===== src/rtl/pc_sequencer_pkg.sv =====
// Shared types and constants for the fetch PC sequencer.
package pc_sequencer_pkg;

    localparam int unsigned PC_W = 32;
    localparam logic [PC_W-1:0] PC_STEP = 32'd4;
    localparam logic [PC_W-1:0] DEFAULT_RESET_PC = 32'h0000_0000;

    typedef enum logic [1:0] {
        SEQ_RUN   = 2'd0,
        SEQ_STALL = 2'd1,
        SEQ_REDIR = 2'd2,
        SEQ_HALT  = 2'd3
    } seq_state_e;

endpackage


===== src/rtl/pc_sequencer_if.sv =====
// EX-stage resolution inputs and instruction-fetch port seen by the sequencer.
interface pc_sequencer_if;
    import pc_sequencer_pkg::*;

    logic            ex_valid;
    logic            ex_is_ctrl;
    logic            ex_taken;
    logic [PC_W-1:0] ex_target;
    logic            hazard_stall;
    logic            imem_ready;
    logic [PC_W-1:0] fetch_pc;
    logic            fetch_req;
    logic            flush_if_id;
    logic            flush_id_ex;

    modport master (
        output ex_valid, ex_is_ctrl, ex_taken, ex_target, hazard_stall, imem_ready,
        input  fetch_pc, fetch_req, flush_if_id, flush_id_ex
    );

    modport slave (
        input  ex_valid, ex_is_ctrl, ex_taken, ex_target, hazard_stall, imem_ready,
        output fetch_pc, fetch_req, flush_if_id, flush_id_ex
    );

endinterface


===== src/rtl/pc_sequencer_sat_counter.sv =====
// Event counter that sticks at all-ones instead of wrapping; synchronous clear.
module sat_counter #(
    parameter int unsigned W = 32
) (
    input  logic         clk,
    input  logic         i_clear,
    input  logic         i_inc,
    output logic [W-1:0] o_value
);

    logic [W-1:0] r_value;

    always_ff @(posedge clk) begin
        if (i_clear) begin
            r_value <= '0;
        end else if (i_inc && (r_value != '1)) begin
            r_value <= r_value + W'(1);
        end
    end

    assign o_value = r_value;

endmodule


===== src/rtl/pc_sequencer.sv =====
// Fetch PC owner: static not-taken sequencing, EX redirects with flushes,
// terminal halt on misaligned targets, and two saturating perf counters.
module pc_sequencer
    import pc_sequencer_pkg::*;
#(
    parameter logic [PC_W-1:0] RESET_PC = DEFAULT_RESET_PC,
    parameter int unsigned     CNT_W    = 32
) (
    input  logic             clk,
    input  logic             rst,
    pc_sequencer_if.slave    bus,
    output logic             o_halted,
    output logic [CNT_W-1:0] o_ctrl_cnt,
    output logic [CNT_W-1:0] o_redirect_cnt
);

    seq_state_e      r_state;
    seq_state_e      w_next_state;
    logic [PC_W-1:0] r_fetch_pc;
    logic [PC_W-1:0] w_next_pc;
    logic [PC_W-1:0] w_tgt;
    logic            w_halted;
    logic            w_redir;
    logic            w_mis;
    logic            w_ctrl_seen;

    // Bit 0 is dropped (JALR semantics); bit 1 set means a misaligned target.
    assign w_halted    = (r_state == SEQ_HALT);
    assign w_tgt       = {bus.ex_target[PC_W-1:1], 1'b0};
    assign w_redir     = bus.ex_valid & bus.ex_is_ctrl & bus.ex_taken & ~w_halted;
    assign w_mis       = w_redir & w_tgt[1];
    assign w_ctrl_seen = bus.ex_valid & bus.ex_is_ctrl & ~w_halted;

    always_ff @(posedge clk) begin
        if (rst) begin
            r_state    <= SEQ_RUN;
            r_fetch_pc <= RESET_PC;
        end else begin
            r_state    <= w_next_state;
            r_fetch_pc <= w_next_pc;
        end
    end

    // Redirect outranks stall: the stalled instruction is being squashed anyway.
    always_comb begin
        w_next_state = r_state;
        w_next_pc    = r_fetch_pc;
        if (w_halted || w_mis) begin
            w_next_state = SEQ_HALT;
        end else if (w_redir) begin
            w_next_state = SEQ_REDIR;
            w_next_pc    = w_tgt;
        end else if (bus.hazard_stall || !bus.imem_ready) begin
            w_next_state = SEQ_STALL;
        end else begin
            w_next_state = SEQ_RUN;
            w_next_pc    = r_fetch_pc + PC_STEP;
        end
    end

    // The fetch in flight during a redirect is stale, so no request that cycle.
    always_comb begin
        bus.fetch_pc    = r_fetch_pc;
        bus.fetch_req   = ~w_halted & ~w_redir;
        bus.flush_if_id = w_redir;
        bus.flush_id_ex = w_redir;
        o_halted        = w_halted;
    end

    sat_counter #(.W(CNT_W)) u_ctrl_cnt (
        .clk     (clk),
        .i_clear (rst),
        .i_inc   (w_ctrl_seen),
        .o_value (o_ctrl_cnt)
    );

    sat_counter #(.W(CNT_W)) u_redirect_cnt (
        .clk     (clk),
        .i_clear (rst),
        .i_inc   (w_redir & ~w_mis),
        .o_value (o_redirect_cnt)
    );

endmodule


===== src/flat_wrapper.sv =====
// flat-port wrapper written by rule: the top's interface ports become plain ports
module pc_sequencer_flat import pc_sequencer_pkg::*;
#(
    parameter logic [PC_W-1:0] RESET_PC = DEFAULT_RESET_PC,
    parameter int unsigned     CNT_W    = 32
)
  (clk, rst, o_halted, o_ctrl_cnt, o_redirect_cnt, bus_ex_valid, bus_ex_is_ctrl, bus_ex_taken, bus_ex_target, bus_hazard_stall, bus_imem_ready, bus_fetch_pc, bus_fetch_req, bus_flush_if_id, bus_flush_id_ex);
  pc_sequencer_if bus_i ();
  input  logic clk;
  input  logic rst;
  output logic o_halted;
  output logic [CNT_W-1:0] o_ctrl_cnt;
  output logic [CNT_W-1:0] o_redirect_cnt;
  input wire logic [$bits(bus_i.ex_valid)-1:0] bus_ex_valid;
  input wire logic [$bits(bus_i.ex_is_ctrl)-1:0] bus_ex_is_ctrl;
  input wire logic [$bits(bus_i.ex_taken)-1:0] bus_ex_taken;
  input wire logic [$bits(bus_i.ex_target)-1:0] bus_ex_target;
  input wire logic [$bits(bus_i.hazard_stall)-1:0] bus_hazard_stall;
  input wire logic [$bits(bus_i.imem_ready)-1:0] bus_imem_ready;
  output wire logic [$bits(bus_i.fetch_pc)-1:0] bus_fetch_pc;
  output wire logic [$bits(bus_i.fetch_req)-1:0] bus_fetch_req;
  output wire logic [$bits(bus_i.flush_if_id)-1:0] bus_flush_if_id;
  output wire logic [$bits(bus_i.flush_id_ex)-1:0] bus_flush_id_ex;
  assign bus_i.ex_valid = bus_ex_valid;
  assign bus_i.ex_is_ctrl = bus_ex_is_ctrl;
  assign bus_i.ex_taken = bus_ex_taken;
  assign bus_i.ex_target = bus_ex_target;
  assign bus_i.hazard_stall = bus_hazard_stall;
  assign bus_i.imem_ready = bus_imem_ready;
  assign bus_fetch_pc = bus_i.fetch_pc;
  assign bus_fetch_req = bus_i.fetch_req;
  assign bus_flush_if_id = bus_i.flush_if_id;
  assign bus_flush_id_ex = bus_i.flush_id_ex;
  pc_sequencer #(.RESET_PC(RESET_PC), .CNT_W(CNT_W)) u_core (.clk(clk), .rst(rst), .bus(bus_i), .o_halted(o_halted), .o_ctrl_cnt(o_ctrl_cnt), .o_redirect_cnt(o_redirect_cnt));
endmodule

===== config.mk =====
export PLATFORM = sky130hd
export DESIGN_NAME = pc_sequencer_flat
export DESIGN_NICKNAME = d
export VERILOG_FILES = /design/src/rtl/pc_sequencer_pkg.sv /design/src/rtl/pc_sequencer_if.sv /design/src/rtl/pc_sequencer_sat_counter.sv /design/src/rtl/pc_sequencer.sv /design/src/flat_wrapper.sv
export SDC_FILE = /design/constraint.sdc
export NUM_CORES = 1
export LEC_CHECK = 0
export CAP_MARGIN = 20
export CORE_ASPECT_RATIO = 2
export CORE_MARGIN = 2
export CORE_UTILIZATION = 49
export CTS_BUF_LIST = sky130_fd_sc_hd__clkbuf_16
export CTS_CLUSTER_DIAMETER = 200
export DETAILED_ROUTE_END_ITERATION = 16
export PLACE_DENSITY = 0.85
export SLEW_MARGIN = 40
export SYNTH_ARGS = -nofsm -noshare
export SYNTH_HDL_FRONTEND = slang
export SYNTH_SLANG_ARGS = --single-unit

===== constraint.sdc =====
create_clock -name clk -period 3.5 [get_ports clk]
set_clock_uncertainty 0.1 [all_clocks]
set_input_delay 0.7 -clock clk [delete_from_list [all_inputs] [get_ports clk]]
set_output_delay 0.7 -clock clk [all_outputs]
set_load 0.02 [all_outputs]

==> out/results.tsv, run 1 <==
stage	metric	value	unit
route	drcViolationCount	0	
pwr	fin_total_pwr	2.28	mW
route	post_drt_wl_per_cell	17.9	µm
pwr	leakage	2.24	nW
pwr	peakVddDrop	0.261	mV
clock_tree	clk_latency	0.33	ns
placed_design	numPortBuffers	136	
final_layout	antenna_cells	0	
timing	relSlewSlack	50.9	%
synth	synthSimpleGateAreaFrac	31.4	%
placed_design	place_congestion	0.950	
global_route	grt_pass1_wl	27000	µm
synth	yosysTopAreaCellShare	36.6	%
synth	syn-instance-count	669	
setup_path	worstPathArrival	2.41	ns
synth	async_flop_share	0	%
route	drt_iter0_drc	291	
final_layout	final_cell_mix	clkdlybuf4s50_1, dfxtp_1, a21oi_1	
global_route	grt_overflow_total	0	
route	ant_nets	0	
synth	synth_mux_area_share	1.63	%
setup_path	start_kind	input pin	
synth	synth_edf_count	0	
route	drt_pass1_iterations	5	
route	routed_via_density	6.36	
run_status	status	finished, final reports clean	
flow_run	drv_cap	0	
setup_path	worstPathMaxFanout	4	
clock_tree	clkTransAtPathRegs	0.07	ns
clock_tree	ctsHtreeMaxLevel	3	
worst_hold_path	hold-path-endpoint	u_core.bus.fetch_pc[1]$_SDFFE_PP0P_	
global_route	grt_pass1_vias	5681	
floorplanning	dieWidth	77.6	µm
setup_path	rrSetupSlack	0.85	ns
timing	fin_ws	0.286	ns
synth	syn_area	0.00530	mm²
placed_design	dp_slack	0.117	ns
setup_path	cp-end-kind	primary output	
synth	synth_top_cell_by_area	dfxtp_1	
clock_tree	cts_hold_buf	0	
setup_path	worstRegToRegCells	5	
timing	final_hold_viol_count	0	
clock_tree	clockBufferDepth	2	
pwr	power_switching	530	µW
final_layout	nets	840	
pwr	p_clk_share	41.6	%
floorplanning	start_util	50.3	%
clock_tree	post_cts_buffers	0	
timing	min_period	3.21	ns
pwr	sequentialPowerShare	49.6	%
synth	synth_fp_nets	711	
synth	synthAdderAreaFrac	0.708	%
global_route	track_usage	28.3	%
final_layout	fin_util	67.4	%
synth	synth_warnings	0	
clock_tree	clkSinkCount	97	
worst_hold_path	hold_path.startpoint	u_core.bus.fetch_pc[1]$_SDFFE_PP0P_	
clock_tree	cts_made_buffers	9	
placed_design	placed_cells	924	
synth	synth_compound_area_share	23.2	%
synth	seq_area_frac_synth	36.6	%
clock_tree	cts_tree	built	
floorplanning	rows	53	
timing	fin_setup_tns	0	ns
route	drt_wl_total	16800	µm
worst_hold_path	hold-path-cell-count	1	
timing	slew_viol_final	0	
global_route	antenna_found_initial	0	
synth	synthXorXnorAreaFrac	2.31	%
setup_path	reg2reg_from	u_core.u_redirect_cnt.o_value[12]$_SDFFE_PP0P_	
floorplanning	die-area	0.0117	mm²
final_layout	syn_to_final_growth	34.1	%
worst_hold_path	hold_class	flop to flop	
pwr	pwr-share-comb	8.8	%
final_layout	n_fill_cell	894	
clock_tree	cts_resized	0	
final_layout	drive_above_1_share	5.36	%
setup_path	r2r-end	u_core.u_redirect_cnt.o_value[30]$_SDFFE_PP0P_	
placed_design	dp_hpwl	12200	µm
synth	synth_top_family_by_area	simple AND/OR/NAND/NOR gates	
pwr	internal-power	1.75	mW
setup_path	crit_type	input pin to primary output	
timing	max_slew.worst_pin.slew	0.729	ns
synth	ys_seq_elements	97	
final_layout	multi_input_comb_area	0.00315	mm²
pwr	power.density	321	mW/mm²
synth	synthFlopType	dfxtp_1	
synth	synth.avg_cell_area	7.93	µm²
clock_tree	clock-root-buffer	clkbuf_16	
timing	clock.fmax	0.311	GHz
timing	timing.final.crit_share	91.8	%
global_route	grt_start_max_net_pins	95	
timing	setup_viol	0	
timing	grt_setup_unrepaired	no	
final_layout	stdcell_count	939	
route	vias	5970	
final_layout	layout_commonest_cell	clkdlybuf4s50_1	
synth	synth_area_leaders	dfxtp_1, a21oi_1, o21ai_0	
floorplanning	die_h	151	µm
final_layout	seq_area	0.00194	mm²
floorplanning	ios	139	
floorplanning	core-area	0.0105	mm²
synth	ys_types	63	
setup_path	crit_required	2.70	ns
pwr	p_sw_share	23.3	%
layer usage:
| metal | wire length (µm) | global-route usage (%) |
|---|---|---|
| met1 | 6230 | 30.5 |
| met2 | 8810 | 51.9 |
| met3 | 1080 | 5.42 |
| met4 | 684 | 14.3 |
| met5 | 0 | 0 |
cell usage after synthesis, types with 3 or more instances:
master	number
a2111oi_0	4
a211oi_1	12
a21o_1	5
a21oi_1	66
a311oi_1	5
a31oi_1	8
and2_1	16
and3_1	13
and4_1	10
clkbuf_1	33
dfxtp_1	97
ha_1	3
inv_1	12
mux2_1	3
mux2i_1	3
nand2_1	48
nand3_1	31
nand3b_1	3
nand4_1	30
nor2_1	41
nor2b_1	5
nor3_1	21
nor4_1	11
o211ai_1	4
o21ai_0	47
o21ai_1	4
o31a_1	3
o31ai_1	25
or2_2	3
or3_1	27
or4_1	21
xnor2_1	6
xor2_1	8
flip-flops by register name, indices dropped and copies added, names as in the netlist:
register,cells
u_core.bus.fetch_pc,31
u_core.r_state,2
u_core.u_ctrl_cnt.o_value,32
u_core.u_redirect_cnt.o_value,32
through the flow:
stage | cell area [µm²] | hold slack [ns]
2_1_floorplan | 5300 | 0.459
3_3_place_gp | 6830 | 0.374
3_5_place_dp | 6830 | 0.381
4_1_cts | 7100 | 0.393
5_1_grt | 7110 | 0.413
6_report | 7110 | 0.392
worst max-delay path by stage:
stage | startpoint | slack [ns] | depth (start not counted) | to
after floorplan | bus_ex_valid | 0.56 | 7 | bus_flush_if_id
after CTS | bus_ex_is_ctrl | 0.29 | 5 | bus_flush_id_ex
after global placement | bus_ex_valid | 0.18 | 6 | u_core.u_redirect_cnt.o_value[25]$_SDFFE_PP0P_
final | bus_ex_is_ctrl | 0.29 | 5 | bus_flush_id_ex
after global routing | bus_ex_is_ctrl | 0.21 | 5 | bus_flush_if_id
after detailed placement | bus_ex_valid | 0.12 | 6 | u_core.u_redirect_cnt.o_value[25]$_SDFFE_PP0P_
final cells by class:
| type | count | area share, % |
|---|---|---|
| Multi-Input combinational cell | 522 | 44.4 |
| Sequential cell | 97 | 27.3 |
| Timing Repair Buffer | 156 | 21.4 |
| Clock buffer | 9 | 3.17 |
| Tap cell | 137 | 2.41 |
| Clock inverter | 6 | 0.739 |
| Inverter | 12 | 0.634 |
power groups by stage:
| stage | clock network, mW | registers [mW] | logic, mW |
|---|---|---|---|
| 4_1_cts | 0.957 | 1.13 | 0.199 |
| 5_1_grt | 1.01 | 1.13 | 0.213 |
| 3_3_place_gp | 0 | 1.16 | 0.194 |
| 3_5_place_dp | 0 | 1.16 | 0.197 |
| 2_1_floorplan | 0 | 1.17 | 0.0853 |
| 6_report | 0.949 | 1.13 | 0.200 |
kinds of logic (layout without fill, tap and decap cells):
kind of cell | Yosys count | in the layout
other | 1 | 1
xor gates and xnor gates | 14 | 14
AOI/OAI and AO/OA | 200 | 200
and+or+nand+nor | 296 | 296
buffers and inverters | 50 | 183
muxes | 8 | 8
DFF | 97 | 97
adders and majority gates | 3 | 3
critical path, cell delays in order:
cell	delay [ns]
clkdlybuf4s50_1	0.52
and2_1	0.17
nand3_1	0.11
inv_1	0.25
clkdlybuf4s50_1	0.66
(Power assumes the default switching activity.)
==> run 2, diff against run 1 <==
--- a/config.mk
+++ b/config.mk
@@ -5,8 +5,9 @@
 export SDC_FILE = /design/constraint.sdc
 export NUM_CORES = 1
 export LEC_CHECK = 0
+export ABC_CLOCK_PERIOD_IN_PS = 3500
 export CAP_MARGIN = 20
-export CORE_ASPECT_RATIO = 2
+export CORE_ASPECT_RATIO = 0.9
 export CORE_MARGIN = 2
 export CORE_UTILIZATION = 49
 export CTS_BUF_LIST = sky130_fd_sc_hd__clkbuf_16
==> out/results.tsv, run 2 (synthesis gave the netlist of run 1 again) <==
stage	metric	value	unit
setup_path	cp_top_family	buffers and inverters	
final_layout	final_cell_mix	clkdlybuf4s50_1, dfxtp_1, a21oi_1	
setup_path	crit_path_cell_trace	clkdlybuf4s50_1 > a32oi_1 > clkdlybuf4s50_1	
placed_design	dp_slack	0.130	ns
route	vias	5906	
setup_path	worst_path_max_delay_cell	clkdlybuf4s50_1	
setup_path	crit_type	input pin to primary output	
placed_design	dp_hpwl	11600	µm
final_layout	drive_above_1_share	5.51	%
setup_path	critPathMaxStageDelay	0.70	ns
pwr	leakage	2.22	nW
final_layout	multi_input_comb_area	0.00316	mm²
setup_path	worst-path-buf-inv	2	
floorplanning	die_h	103	µm
timing	slew_viol_final	0	
pwr	peakVddDrop	0.317	mV
route	drcViolationCount	0	
flow_run	drv_cap	0	
route	drt_wl_total	16300	µm
route	ant_nets	0	
floorplanning	die-area	0.0117	mm²
global_route	grt_pass1_vias	5316	
placed_design	numPortBuffers	136	
timing	fin_ws	0.317	ns
timing	fin_setup_tns	0	ns
final_layout	antenna_cells	0	
final_layout	seq_area	0.00194	mm²
timing	min_period	3.18	ns
global_route	grt_pass1_wl	26400	µm
pwr	p_sw_share	23.9	%
final_layout	nets	836	
final_layout	syn_to_final_growth	33.6	%
global_route	antenna_found_initial	0	
setup_path	critPathMostFrequentCell	clkdlybuf4s50_1	
final_layout	n_fill_cell	869	
global_route	grt_overflow_total	0	
floorplanning	dieWidth	114	µm
pwr	p_clk_share	42.3	%
setup_path	crit_required	2.70	ns
route	post_drt_wl_per_cell	17.5	µm
pwr	sequentialPowerShare	49.1	%
floorplanning	start_util	49.7	%
floorplanning	core-area	0.0107	mm²
timing	clock.fmax	0.314	GHz
timing	setup_viol	0	
timing	grt_setup_unrepaired	no	
clock_tree	clockBufferDepth	2	
setup_path	worstPathMaxFanout	5	
pwr	power.density	325	mW/mm²
timing	max_slew.worst_pin.slew	0.740	ns
setup_path	cp-end-kind	primary output	
route	routed_via_density	6.34	
timing	final_hold_viol_count	0	
clock_tree	clkTransAtPathRegs	0.07	ns
worst_hold_path	hold_class	flop to flop	
timing	relSlewSlack	50.2	%
pwr	power_switching	552	µW
pwr	internal-power	1.75	mW
final_layout	layout_commonest_cell	clkdlybuf4s50_1	
global_route	grt_start_max_net_pins	95	
timing	timing.final.crit_share	91.0	%
setup_path	start_kind	input pin	
setup_path	worstPathArrival	2.38	ns
floorplanning	ios	139	
run_status	status	finished, final reports clean	
clock_tree	cts_hold_buf	0	
route	drt_pass1_iterations	5	
floorplanning	rows	36	
global_route	track_usage	28.1	%
pwr	pwr-share-comb	8.6	%
placed_design	place_congestion	0.896	
clock_tree	clk_latency	0.35	ns
clock_tree	ctsHtreeMaxLevel	3	
clock_tree	post_cts_buffers	0	
clock_tree	cts_made_buffers	9	
clock_tree	clkSinkCount	97	
route	drt_iter0_drc	608	
clock_tree	cts_resized	0	
clock_tree	clock-root-buffer	clkbuf_16	
clock_tree	cts_tree	built	
[run 2: cell count changes in the layout (fill, tap and decap cells not counted), sizes merged]
cell	previous run	this run
inv	14	12
buf	21	17
clkinvlp	1	2
clkinv	2	3
[run 2: area by class of cell]
class | count | area share (%)
clock buffer | 9 | 3.18
clock inverter | 6 | 0.847
inverter | 12 | 0.636
multi-input combinational | 522 | 44.6
sequential | 97 | 27.4
tap | 133 | 2.35
timing repair buffer | 152 | 21.0
[run 2: worst register-to-register path, stage by stage, from the launching register on]
cell,delay [ns]
dfxtp_1,0.45
nand4_1,0.26
nor4_1,0.69
and3_1,0.61
nor4_1,0.11
mux2_1,0.32
[run 2: final timing paths]
| check | startpoint | to | slack, ns | cells after the start |
|---|---|---|---|---|
| setup / recovery | bus_ex_taken | bus_fetch_req | 0.32 | 3 |
| hold / removal | u_core.bus.fetch_pc[1]$_SDFFE_PP0P_ | u_core.bus.fetch_pc[1]$_SDFFE_PP0P_ | 0.39 | 1 |
| setup reg to reg | u_core.u_redirect_cnt.o_value[12]$_SDFFE_PP0P_ | u_core.u_redirect_cnt.o_value[21]$_SDFFE_PP0P_ | 0.86 | 5 |
| hold reg to reg | u_core.bus.fetch_pc[1]$_SDFFE_PP0P_ | u_core.bus.fetch_pc[1]$_SDFFE_PP0P_ | 0.39 | 1 |
[run 2: metal layers]
metal | global-route usage, % | part of all wire (%) | wire (µm)
met1 | 37.2 | 42 | 6900
met2 | 45.6 | 47 | 7730
met3 | 6.76 | 7.9 | 1290
met4 | 9.38 | 2.3 | 383
met5 | 0 | 0 | 0
[run 2: metrics by stage]
stage | area, µm² | hold slack, ns | total power, mW | cells | utilization (%)
after floorplan | 5300 | 0.459 | 1.25 | 669 | -
after global placement | 6790 | 0.367 | 1.35 | 916 | 63.6
after detailed placement | 6790 | 0.379 | 1.35 | 916 | 63.6
after CTS | 7080 | 0.388 | 2.32 | 931 | 66.3
after global routing | 7090 | 0.402 | 2.39 | 931 | 66.4
final | 7090 | 0.391 | 2.31 | 931 | 66.4
[run 2: power groups by stage]
| stage | logic [mW] | registers [mW] | clock network [mW] |
|---|---|---|---|
| 3_5_place_dp | 0.196 | 1.16 | 0 |
| 6_report | 0.199 | 1.13 | 0.975 |
| 2_1_floorplan | 0.0853 | 1.17 | 0 |
| 3_3_place_gp | 0.192 | 1.16 | 0 |
| 4_1_cts | 0.197 | 1.13 | 0.991 |
| 5_1_grt | 0.216 | 1.13 | 1.04 |
